### src/rtl/lpc_pkg.sv
// Shared types and constants for the LPC frame sequencer and its register file.
package lpc_pkg;

    typedef enum logic [2:0] {
        ST_IDLE,
        ST_CLR,
        ST_START,
        ST_RUN,
        ST_PUB
    } seq_state_t;

    localparam logic [2:0]  REG_RATE    = 3'd0;
    localparam logic [2:0]  REG_CTRL    = 3'd1;
    localparam logic [2:0]  REG_STATUS  = 3'd2;
    localparam logic [2:0]  REG_FCNT    = 3'd3;
    localparam logic [2:0]  REG_THR     = 3'd4;

    localparam logic [15:0] UNMAPPED_RD = 16'h0bad;
    localparam int          MIN_RATE    = 15;

endpackage

### src/rtl/lpc_frame_seq_if.sv
// Avalon-MM host port of the frame sequencer; readdata is registered by the slave.
interface lpc_frame_seq_if;
  logic [2:0]  address;
  logic        read;
  logic        write;
  logic [15:0] writedata;
  logic [15:0] readdata;

  modport master (output address, read, write, writedata, input readdata);
  modport slave  (input address, read, write, writedata, output readdata);
endinterface

### src/rtl/lpc_seq_csr.sv
// Host register file: rate (clamped), enable, W1C status, frame counter, threshold shift.
// Read data appears one cycle after the read strobe and is zero otherwise.
module lpc_seq_csr
  import lpc_pkg::*;
#(
  parameter int AW       = 8,
  parameter int RATE_DEF = 159
) (
  input  logic                 clk,
  input  logic                 rst_n,
  lpc_frame_seq_if.slave       avm,
  input  logic                 busy,
  input  logic                 overrun_set,
  input  logic                 timeout_set,
  input  logic                 frame_inc,
  output logic [AW-1:0]        rate,
  output logic                 enable,
  output logic [2:0]           thr_shift
);

  logic        overrun;
  logic        timeout;
  logic [15:0] frame_cnt;
  logic [15:0] rd_mux;
  logic [AW-1:0] rate_wr;
  logic        status_wr;

  assign status_wr = avm.write && (avm.address == REG_STATUS);
  assign rate_wr   = (avm.writedata[AW-1:0] < AW'(MIN_RATE)) ? AW'(MIN_RATE)
                                                             : avm.writedata[AW-1:0];

  always_comb begin
    rd_mux = UNMAPPED_RD;
    case (avm.address)
      REG_RATE:   rd_mux = 16'(rate);
      REG_CTRL:   rd_mux = {15'd0, enable};
      REG_STATUS: rd_mux = {13'd0, timeout, overrun, busy};
      REG_FCNT:   rd_mux = frame_cnt;
      REG_THR:    rd_mux = {13'd0, thr_shift};
      default:    rd_mux = UNMAPPED_RD;
    endcase
  end

  always_ff @(posedge clk or negedge rst_n) begin
    if (!rst_n) begin
      rate         <= AW'(RATE_DEF);
      enable       <= 1'b0;
      thr_shift    <= 3'd2;
      overrun      <= 1'b0;
      timeout      <= 1'b0;
      frame_cnt    <= 16'd0;
      avm.readdata <= 16'd0;
    end else begin
      if (avm.write) begin
        case (avm.address)
          REG_RATE: rate      <= rate_wr;
          REG_CTRL: enable    <= avm.writedata[0];
          REG_THR:  thr_shift <= avm.writedata[2:0];
          default:  ;
        endcase
      end
      // A hardware set in the same cycle as a host clear wins.
      overrun <= overrun_set | (overrun & ~(status_wr & avm.writedata[1]));
      timeout <= timeout_set | (timeout & ~(status_wr & avm.writedata[2]));
      if (frame_inc)
        frame_cnt <= frame_cnt + 16'd1;
      avm.readdata <= avm.read ? rd_mux : 16'd0;
    end
  end

endmodule

### src/rtl/lpc_frame_seq.sv
// Frame sequencer: counts samples into a double-banked buffer and, per completed
// frame, resets/starts the LDR solver, streams the bank to freq_est and publishes.
module lpc_frame_seq
  import lpc_pkg::*;
#(
  parameter int AW       = 8,
  parameter int DW       = 16,
  parameter int RATE_DEF = 159,
  parameter int TIMEOUT  = 1023
) (
  input  logic                 clk,
  input  logic                 rst_n,
  input  logic                 sample_v,
  input  logic signed [DW-1:0] peak,
  input  logic                 ldr_done,
  output logic [AW:0]          wr_addr,
  output logic                 wr_en,
  output logic [AW:0]          rd_addr,
  output logic                 freq_est_v,
  output logic signed [DW-1:0] threshold,
  output logic                 peak_en,
  output logic                 peak_clr,
  output logic                 ldr_rst,
  output logic                 ldr_start,
  output logic                 coef_load,
  lpc_frame_seq_if.slave       avm
);

  localparam int TW = $clog2(TIMEOUT + 1);

  seq_state_t    state, state_nxt;
  logic [AW-1:0] rate_reg, act_rate, cur_rate, run_rate;
  logic [AW-1:0] wr_idx, rd_idx;
  logic          wr_bank, rd_bank;
  logic          enable, enable_q, en_rise;
  logic          frame_rdy, frame_rdy_q;
  logic          stream_on, ldr_seen;
  logic [TW-1:0] run_cnt;
  logic [2:0]    thr_shift;
  logic          busy, overrun_set, timeout_set;

  lpc_seq_csr #(.AW(AW), .RATE_DEF(RATE_DEF)) u_csr (
    .clk         (clk),
    .rst_n       (rst_n),
    .avm         (avm),
    .busy        (busy),
    .overrun_set (overrun_set),
    .timeout_set (timeout_set),
    .frame_inc   (coef_load),
    .rate        (rate_reg),
    .enable      (enable),
    .thr_shift   (thr_shift)
  );

  // The register value takes effect only at enable rise or a frame boundary.
  assign en_rise   = enable & ~enable_q;
  assign cur_rate  = en_rise ? rate_reg : act_rate;
  assign wr_en     = sample_v & enable;
  assign frame_rdy = wr_en & (wr_idx == cur_rate);
  assign wr_addr   = {wr_bank, wr_idx};
  assign rd_addr   = {rd_bank, rd_idx};
  assign peak_en   = enable;
  assign peak_clr  = en_rise | frame_rdy_q;

  assign busy        = (state != ST_IDLE);
  assign overrun_set = frame_rdy & busy;
  assign freq_est_v  = (state == ST_START) | ((state == ST_RUN) & stream_on);

  always_ff @(posedge clk or negedge rst_n) begin
    if (!rst_n) begin
      enable_q    <= 1'b0;
      frame_rdy_q <= 1'b0;
      act_rate    <= AW'(RATE_DEF);
      wr_idx      <= '0;
      wr_bank     <= 1'b0;
    end else begin
      enable_q    <= enable;
      frame_rdy_q <= frame_rdy;
      if (en_rise || frame_rdy)
        act_rate <= rate_reg;
      if (!enable) begin
        wr_idx <= '0;
      end else if (wr_en) begin
        if (frame_rdy) begin
          wr_idx  <= '0;
          wr_bank <= ~wr_bank;
        end else begin
          wr_idx  <= wr_idx + AW'(1);
        end
      end
    end
  end

  always_comb begin
    state_nxt   = state;
    ldr_rst     = 1'b0;
    ldr_start   = 1'b0;
    coef_load   = 1'b0;
    timeout_set = 1'b0;
    case (state)
      ST_IDLE:  if (frame_rdy) state_nxt = ST_CLR;
      ST_CLR: begin
        ldr_rst   = 1'b1;
        state_nxt = ST_START;
      end
      ST_START: begin
        ldr_start = 1'b1;
        state_nxt = ST_RUN;
      end
      ST_RUN: begin
        if ((ldr_seen | ldr_done) & ~stream_on) begin
          state_nxt = ST_PUB;
        end else if (run_cnt == TW'(TIMEOUT - 1)) begin
          timeout_set = 1'b1;
          state_nxt   = ST_IDLE;
        end
      end
      ST_PUB: begin
        coef_load = 1'b1;
        state_nxt = ST_IDLE;
      end
      default:  state_nxt = ST_IDLE;
    endcase
  end

  always_ff @(posedge clk or negedge rst_n) begin
    if (!rst_n) begin
      state     <= ST_IDLE;
      threshold <= '0;
      rd_bank   <= 1'b0;
      rd_idx    <= '0;
      run_rate  <= '0;
      stream_on <= 1'b0;
      ldr_seen  <= 1'b0;
      run_cnt   <= '0;
    end else begin
      state <= state_nxt;
      case (state)
        ST_IDLE: begin
          // The bank just filled is the one being read; its length is frozen here.
          if (frame_rdy) begin
            threshold <= peak >>> thr_shift;
            rd_bank   <= wr_bank;
            run_rate  <= cur_rate;
          end
        end
        ST_CLR: begin
          rd_idx    <= '0;
          stream_on <= 1'b0;
          ldr_seen  <= 1'b0;
          run_cnt   <= '0;
        end
        ST_START: begin
          rd_idx    <= AW'(1);
          stream_on <= 1'b1;
        end
        ST_RUN: begin
          run_cnt <= run_cnt + TW'(1);
          if (ldr_done)
            ldr_seen <= 1'b1;
          if (stream_on) begin
            if (rd_idx == run_rate)
              stream_on <= 1'b0;
            else
              rd_idx <= rd_idx + AW'(1);
          end
        end
        default: ;
      endcase
    end
  end

endmodule

### src/flat_wrapper.sv
// flat-port wrapper written by rule: the top's interface ports become plain ports
module lpc_frame_seq_flat import lpc_pkg::*;
#(
  parameter int AW       = 8,
  parameter int DW       = 16,
  parameter int RATE_DEF = 159,
  parameter int TIMEOUT  = 1023
)
  (clk, rst_n, sample_v, peak, ldr_done, wr_addr, wr_en, rd_addr, freq_est_v, threshold, peak_en, peak_clr, ldr_rst, ldr_start, coef_load, avm_address, avm_read, avm_write, avm_writedata, avm_readdata);
  lpc_frame_seq_if avm_i ();
  input  logic clk;
  input  logic rst_n;
  input  logic sample_v;
  input  logic signed [DW-1:0] peak;
  input  logic ldr_done;
  output logic [AW:0] wr_addr;
  output logic wr_en;
  output logic [AW:0] rd_addr;
  output logic freq_est_v;
  output logic signed [DW-1:0] threshold;
  output logic peak_en;
  output logic peak_clr;
  output logic ldr_rst;
  output logic ldr_start;
  output logic coef_load;
  input wire logic [$bits(avm_i.address)-1:0] avm_address;
  input wire logic [$bits(avm_i.read)-1:0] avm_read;
  input wire logic [$bits(avm_i.write)-1:0] avm_write;
  input wire logic [$bits(avm_i.writedata)-1:0] avm_writedata;
  output wire logic [$bits(avm_i.readdata)-1:0] avm_readdata;
  assign avm_i.address = avm_address;
  assign avm_i.read = avm_read;
  assign avm_i.write = avm_write;
  assign avm_i.writedata = avm_writedata;
  assign avm_readdata = avm_i.readdata;
  lpc_frame_seq #(.AW(AW), .DW(DW), .RATE_DEF(RATE_DEF), .TIMEOUT(TIMEOUT)) u_core (.clk(clk), .rst_n(rst_n), .sample_v(sample_v), .peak(peak), .ldr_done(ldr_done), .wr_addr(wr_addr), .wr_en(wr_en), .rd_addr(rd_addr), .freq_est_v(freq_est_v), .threshold(threshold), .peak_en(peak_en), .peak_clr(peak_clr), .ldr_rst(ldr_rst), .ldr_start(ldr_start), .coef_load(coef_load), .avm(avm_i));
endmodule
### config.mk
export PLATFORM = sky130hd
export DESIGN_NAME = lpc_frame_seq_flat
export DESIGN_NICKNAME = d
export VERILOG_FILES = /design/src/rtl/lpc_pkg.sv /design/src/rtl/lpc_frame_seq_if.sv /design/src/rtl/lpc_seq_csr.sv /design/src/rtl/lpc_frame_seq.sv /design/src/flat_wrapper.sv
export SDC_FILE = /design/constraint.sdc
export NUM_CORES = 1
export LEC_CHECK = 0
export BUFFER_PORTS_ARGS = -buffer_cell sky130_fd_sc_hd__buf_2
export CAP_MARGIN = 20
export CORE_ASPECT_RATIO = 0.5
export CORE_UTILIZATION = 44
export DETAILED_ROUTE_END_ITERATION = 16
export PLACE_DENSITY = 0.67
export RECOVER_POWER = 100
export SYNTH_ARGS = -nofsm -noshare
export SYNTH_HDL_FRONTEND = slang
export SYNTH_SLANG_ARGS = --single-unit
### constraint.sdc
create_clock -name clk -period 2 [get_ports clk]
set_clock_uncertainty 0.1 [all_clocks]
set_input_delay 0.4 -clock clk [delete_from_list [all_inputs] [get_ports clk]]
set_output_delay 0.4 -clock clk [all_outputs]
set_load 0.01 [all_outputs]
# Word-level counts from Yosys, hierarchy flattened
# Cells that the tools add are included.
[op_classes] addsub=4 n_lt_le_gt_ge=1 n_eq_ne=17 n_shift=1 mux=26 bitwise_logic=20 n_reduce_logical=15
[op_table] cell="16-bit one-hot mux with 5 select lines" n=1
[op_table] cell="8-bit 2-to-1 mux" n=7
[op_table] cell="8-bit one-hot mux with 3 select lines" n=1
[op_table] cell="10-bit one-hot mux with 2 select lines" n=1
[op_table] cell="16-bit by 1-bit adder with 16-bit output (second input constant)" n=1
[op_table] cell="8-bit by 1-bit adder with 8-bit output (second input constant)" n=2
[op_table] cell="8-bit == test" n=2
[op_table] cell="16-bit 2-to-1 mux" n=1
[op_table] cell="16-bit by 3-bit >>> shifter with 16-bit output" n=1
[op_table] cell="3-bit by 2-bit == test with 1-bit output (second input constant)" n=4
[op_table] cell="3-bit one-hot mux with 4 select lines" n=1
[op_table] cell="2-bit AND reduction" n=6
[op_table] cell="10-bit by 1-bit adder with 10-bit output (second input constant)" n=1
[op_table] cell="1-bit bitwise AND" n=10
[op_table] cell="10-bit == test (second input constant)" n=1
[op_table] cell="1-bit 2-to-1 mux" n=9
[op_table] cell="3-bit 2-to-1 mux" n=3
[op_table] cell="8-bit by 4-bit < comparator with 1-bit output (second input constant)" n=1
[op_table] cell="3-bit by 1-bit == test with 1-bit output (second input constant)" n=2
[op_table] cell="3-bit == test (second input constant)" n=2
[op_table] cell="3-bit logical NOT" n=2
[op_table] cell="2-bit by 1-bit != test with 1-bit output (second input constant)" n=3
[op_table] cell="3-bit AND reduction" n=2
[op_table] cell="3-bit nonzero test" n=2
[op_table] cell="other kinds (9)" n=18
[word_totals] register_bits=113 input_bits=41 out_inout_bits=57 elab_cells=104

# Depth between registers and ports, before layout
[depth] ltp_word=8 mapped_depth=9 mapped_depth_nobuf=8

# Hierarchy
# Synthesis repeated with hierarchy kept, for this count alone.
[unflattened] hier_cells=568 area_unflattened_um2=5979.5
[modules_own_cells] module="lpc_frame_seq" instances=1 cells_each=399 area_per_inst_um2=3945.0 seq_area_each_um2=1684.1
[modules_own_cells] module="lpc_seq_csr" instances=1 cells_each=169 area_per_inst_um2=2034.5 seq_area_each_um2=1159.9

# Least setup slack after synthesis
# No wires, ideal clock.
[synth_path] path_kind="register to register" startpoint="register u_core.u_csr.enable" endpoint="register u_core.rd_bank" setup_time_ns=0.125 t_arrival_ns=2.057 required_time_ns=1.775 path_slack_ns=-0.282 path_stages_with_launch=10 path_buffers=2 period_less_slack_ns=2.282 cell_sequence="dfrtp_1 -> nor2b_1 -> buf_2 -> a211oi_2 -> o22ai_1 -> a221o_1 -> nor2_4 -> nand3_4 -> buf_6 -> mux2_4"
[synth_between] elab_chain_cells=5 elab_cells_between_ends=6 cone_classes="1 x eq/ne; 1 x mux; 3 x bitwise; 1 x reduce/logical"
[synth_rtl] item="from (decl)" line="lpc_seq_csr.sv:17" text="output logic enable,"
[synth_rtl] item="from (signal assigned)" line="lpc_seq_csr.sv:57" text="REG_CTRL: enable <= avm.writedata[0];"
[synth_rtl] item="1-bit bitwise AND" line="lpc_frame_seq.sv:56" text="assign en_rise = enable & ~enable_q;"
[synth_rtl] item="8-bit 2-to-1 mux" line="lpc_frame_seq.sv:57" text="assign cur_rate = en_rise ? rate_reg : act_rate;"
[synth_rtl] item="8-bit == test" line="lpc_frame_seq.sv:59" text="assign frame_rdy = wr_en & (wr_idx == cur_rate);"
[synth_rtl] item="1-bit bitwise AND *" line="lpc_frame_seq.sv:59"
[synth_rtl] item="2-bit AND reduction (no source line) *"
[synth_rtl] item="to (signal assigned)" line="lpc_frame_seq.sv:143" text="rd_bank <= wr_bank;"
[synth_rtl] item="to (decl)" line="lpc_frame_seq.sv:34" text="logic wr_bank, rd_bank;"
# Mark *: on every way between the ends. The rest lies on a longest branch, timed or not.
# A chain may end at the register's enable or synchronous reset.

# Final worst setup path
[layout_path] startpoint="register u_core.wr_idx[0]" endpoint="register u_core.threshold[5]"
[layout_between] elab_chain_cells=3
[layout_rtl] item="from (decl)" line="lpc_frame_seq.sv:33" text="logic [AW-1:0] wr_idx, rd_idx;"
[layout_rtl] item="from (signal assigned)" line="lpc_frame_seq.sv:88" text="wr_idx <= wr_idx + AW'(1);"
[layout_rtl] item="8-bit == test" line="lpc_frame_seq.sv:59"
[layout_rtl] item="1-bit bitwise AND" line="lpc_frame_seq.sv:59"
[layout_rtl] item="2-bit AND reduction (no source line)"
[layout_rtl] item="to (signal assigned)" line="lpc_frame_seq.sv:142" text="threshold <= peak >>> thr_shift;"
[layout_rtl] item="to (decl)" line="lpc_frame_seq.sv:20" text="output logic signed [DW-1:0] threshold,"
# Every way passes these cells.

==> results.md <==
- Outcome: finished with violations
- Slew @ Worst Pin: 1.20 ns
- Largest net degree at the start of global routing: between 50 and 60
- CTS tree: yes
- Syn Area/Cell: 10.2 sq um
- Filler Cells Inserted: 1133
- CP delay by family, top: compound AO/OA/AOI/OAI gates
- Seq/Total Area, Yosys: 0.482
- P&R area growth vs syn: 28.9%
- Period minus WS final: 2.27 ns
- Buf/Inv on CP: 1
- Syn nets: between 600 and 700
- Routed wire length: 14.7 mm
- Final core utilization: 0.590
- Initial antenna violation count: 0
- Cell area after synthesis: 0.00590 sq mm
- Routed vias: 4835
- Failing checks: design-rule violations, negative setup slack
- DP Wirelength: 10.5 mm
- DRT iter0 DRCs: 260
- Via density per instance: between 5 and 6
- Max Clk Rate: around 440 MHz
- Maximum VDD drop: 0.578 mV
- Clock root cell: clkbuf_16
- Unrepaired setup endpoints after global routing: yes
- Cells after Synth: 576
- Vias in the first global route: 4772
- Global route overflow: 0
- Clk slew on worst S/H paths: 0.06 ns
- Register bit total from synthesis: 113
- Number of flops mapped to enable cells by yosys: 0
- Ys Warns: 0
- CTS Sinks: about 110
- Clk buf depth: 2
- Routed wire per std cell: between 15 and 20 um
- Worst skew pair latency: 0.41 ns
- Total CTS buffers: 17
- Htree depth: 4
- Final Hold Viols: 0
- Number of port buffers: between 80 and 90
- Core Region: 0.0129 sq mm
- Final setup fails: 46
- Max Cap Violations: 0
- Post-synthesis cell type count: 52
- Rel. slew slack: 0.198
- Hold Path Class: in -> reg
- Crit path DAT: roughly 2.5 ns
- Inst Count DP: 878
- Worst path required time: 2.18 ns
- Die H: 83.9 um
- # DRC: 5
- Slew Limit Fails: 0
- Critical Path Start Type: register
- DRT antenna net count: 0
- Biggest regs: u_core.threshold: 16 flops, u_core.u_csr.avm.readdata: 16 flops, u_core.u_csr.frame_cnt: 16 flops
- Finished Layout Cells: 916
- Cell Chain, Critical Path: xor2_1, a211oi_2, o22ai_1, a221o_1, nor2_4, nand3_4, buf_12, mux2_4
- Layout cells sized above 1: 0.295
- Routability Congestion: 0.855
- Layout Nets: 779
- Most common cell after layout, fill and taps aside: dfrtp_1
- P_leak: roughly 0.0037 uW
- CP Class: reg -> reg
- Slowest CP cell: dfrtp_1
- Nature of the critical path endpoint: register
- Inserted Diodes: 0
- Crit-path max FO: 9
- FP Rows: 29
- Initial Utilization: 0.458
- Worst hold slack: 0.129 ns
- GRT Util Overall: 0.224
- Top FF cell, synth: dfrtp_1
- First-pass GRT wire length: 24.6 mm
- Die W: 166 um
- Die Area: 0.0139 sq mm
- Most frequent cells in the layout: dfrtp_1, clkbuf_1, nand2_1, buf_2, nor2_1
- CP peak stage delay: 0.46 ns
- Final cycle utilization of the critical path: 1.14
- Ys async rst share: 1.00
- Power density of the placed cells: roughly 1100 mW/mm^2
- Setup slack after layout: -0.274 ns
- Drt first pass iters: 11
- Fin Setup TNS: -9.04 ns
- Top-Level Pins: 98
-- final timing paths --
path | from | end | slack [ns] | cells past startpoint
max | u_core.wr_idx[0] | u_core.threshold[5] | -0.27 | 8
min | avm_writedata[3] | u_core.u_csr.rate[3] | 0.13 | 2
min in group asynchronous | rst_n | u_core.rd_idx[4] | 0.66 | 2
min reg2reg | u_core.u_csr.frame_cnt[15] | u_core.u_csr.frame_cnt[15] | 0.36 | 1
max reg2reg | u_core.wr_idx[0] | u_core.threshold[5] | -0.27 | 8
max in group asynchronous | rst_n | u_core.u_csr.rate[3] | 0.10 | 3
-- Yosys cell counts (4+ instances only) --
cell type,instances,area [sq um]
nor3_1,14,70.1
xnor2_1,16,140
dfstp_2,13,342
nand3_1,15,75.1
nand4_1,5,31.3
a21o_1,4,30.0
o22ai_1,7,43.8
a21oi_1,29,145
dfrtp_1,100,2500
nand2b_1,11,68.8
a22oi_1,6,45.0
ha_1,5,62.6
clkbuf_1,20,75.1
nor2_1,46,173
nor2b_1,7,43.8
and2_1,11,68.8
nand2_1,54,203
o22a_1,5,43.8
mux2_2,25,282
and3_1,7,43.8
mux2i_1,26,260
mux2_4,18,270
o21ai_0,39,195
inv_1,26,97.6
xor2_1,20,175
-- per-layer routing --
layer / up-vias / track usage / share of wire
li1: 2321 / - / -
met1: 2369 / 0.310 / 0.49
met2: 130 / 0.354 / 0.46
met5: - / 0 / 0
met4: 0 / 0.0663 / 0.010
met3: 15 / 0.0493 / 0.047
-- final cells by class --
cell class,count,area (sq um),area share
multi-input cells,406,2900,0.382
flip-flops and latches,113,2850,0.374
repair buffers,167,960,0.126
clock buffers,17,425,0.0560
well taps,170,213,0.0280
clock inverters,15,151,0.0199
inverters,28,108,0.0142
-- power by group --
part	switching (uW)	internal [uW]	total, uW
Clock	1190	1750	2940
Combinational	1430	1220	2650
Sequential	356	2740	3090
Total	2980	5710	8690
-- what timing repair did --
item / 4_1_cts / 5_1_grt
buffers inserted: 2 / 2
pin swaps: 4 / 8
endpoints found under the setup margin: 44 / 51
resized for setup: 25 / 8
gates cloned: 1 / 0
endpoints found under the hold margin: 15 / 0
hold buffers: 1 / 0
-- per-stage QoR --
step,power (uW),setup slack [ns],cell area [sq um]
floorplan,4640,-0.256,5920
global placement,5630,-0.251,7000
detailed placement,5680,-0.282,7000
CTS,8790,-0.245,7730
global route,9160,-0.383,7600
finish,8690,-0.274,7600
-- logic make-up after synthesis --
family,synth area share
xor gates and xnor gates,0.0535
DFF,0.482
muxes,0.145
and+or+nand+nor,0.146
AOI/OAI and AO/OA,0.121
buffers and inverters,0.0407
adders and majority gates,0.0106
-- worst register-to-register path: cells and delay by family (launching register included) --
kind / cells / cell delay, ns
AOI/OAI and AO/OA: 3 / 0.64
DFF: 1 / 0.46
muxes: 1 / 0.30
and+or+nand+nor: 2 / 0.29
buffers and inverters: 1 / 0.19
xor gates and xnor gates: 1 / 0.18
Power figures use the tool's default switching activity.
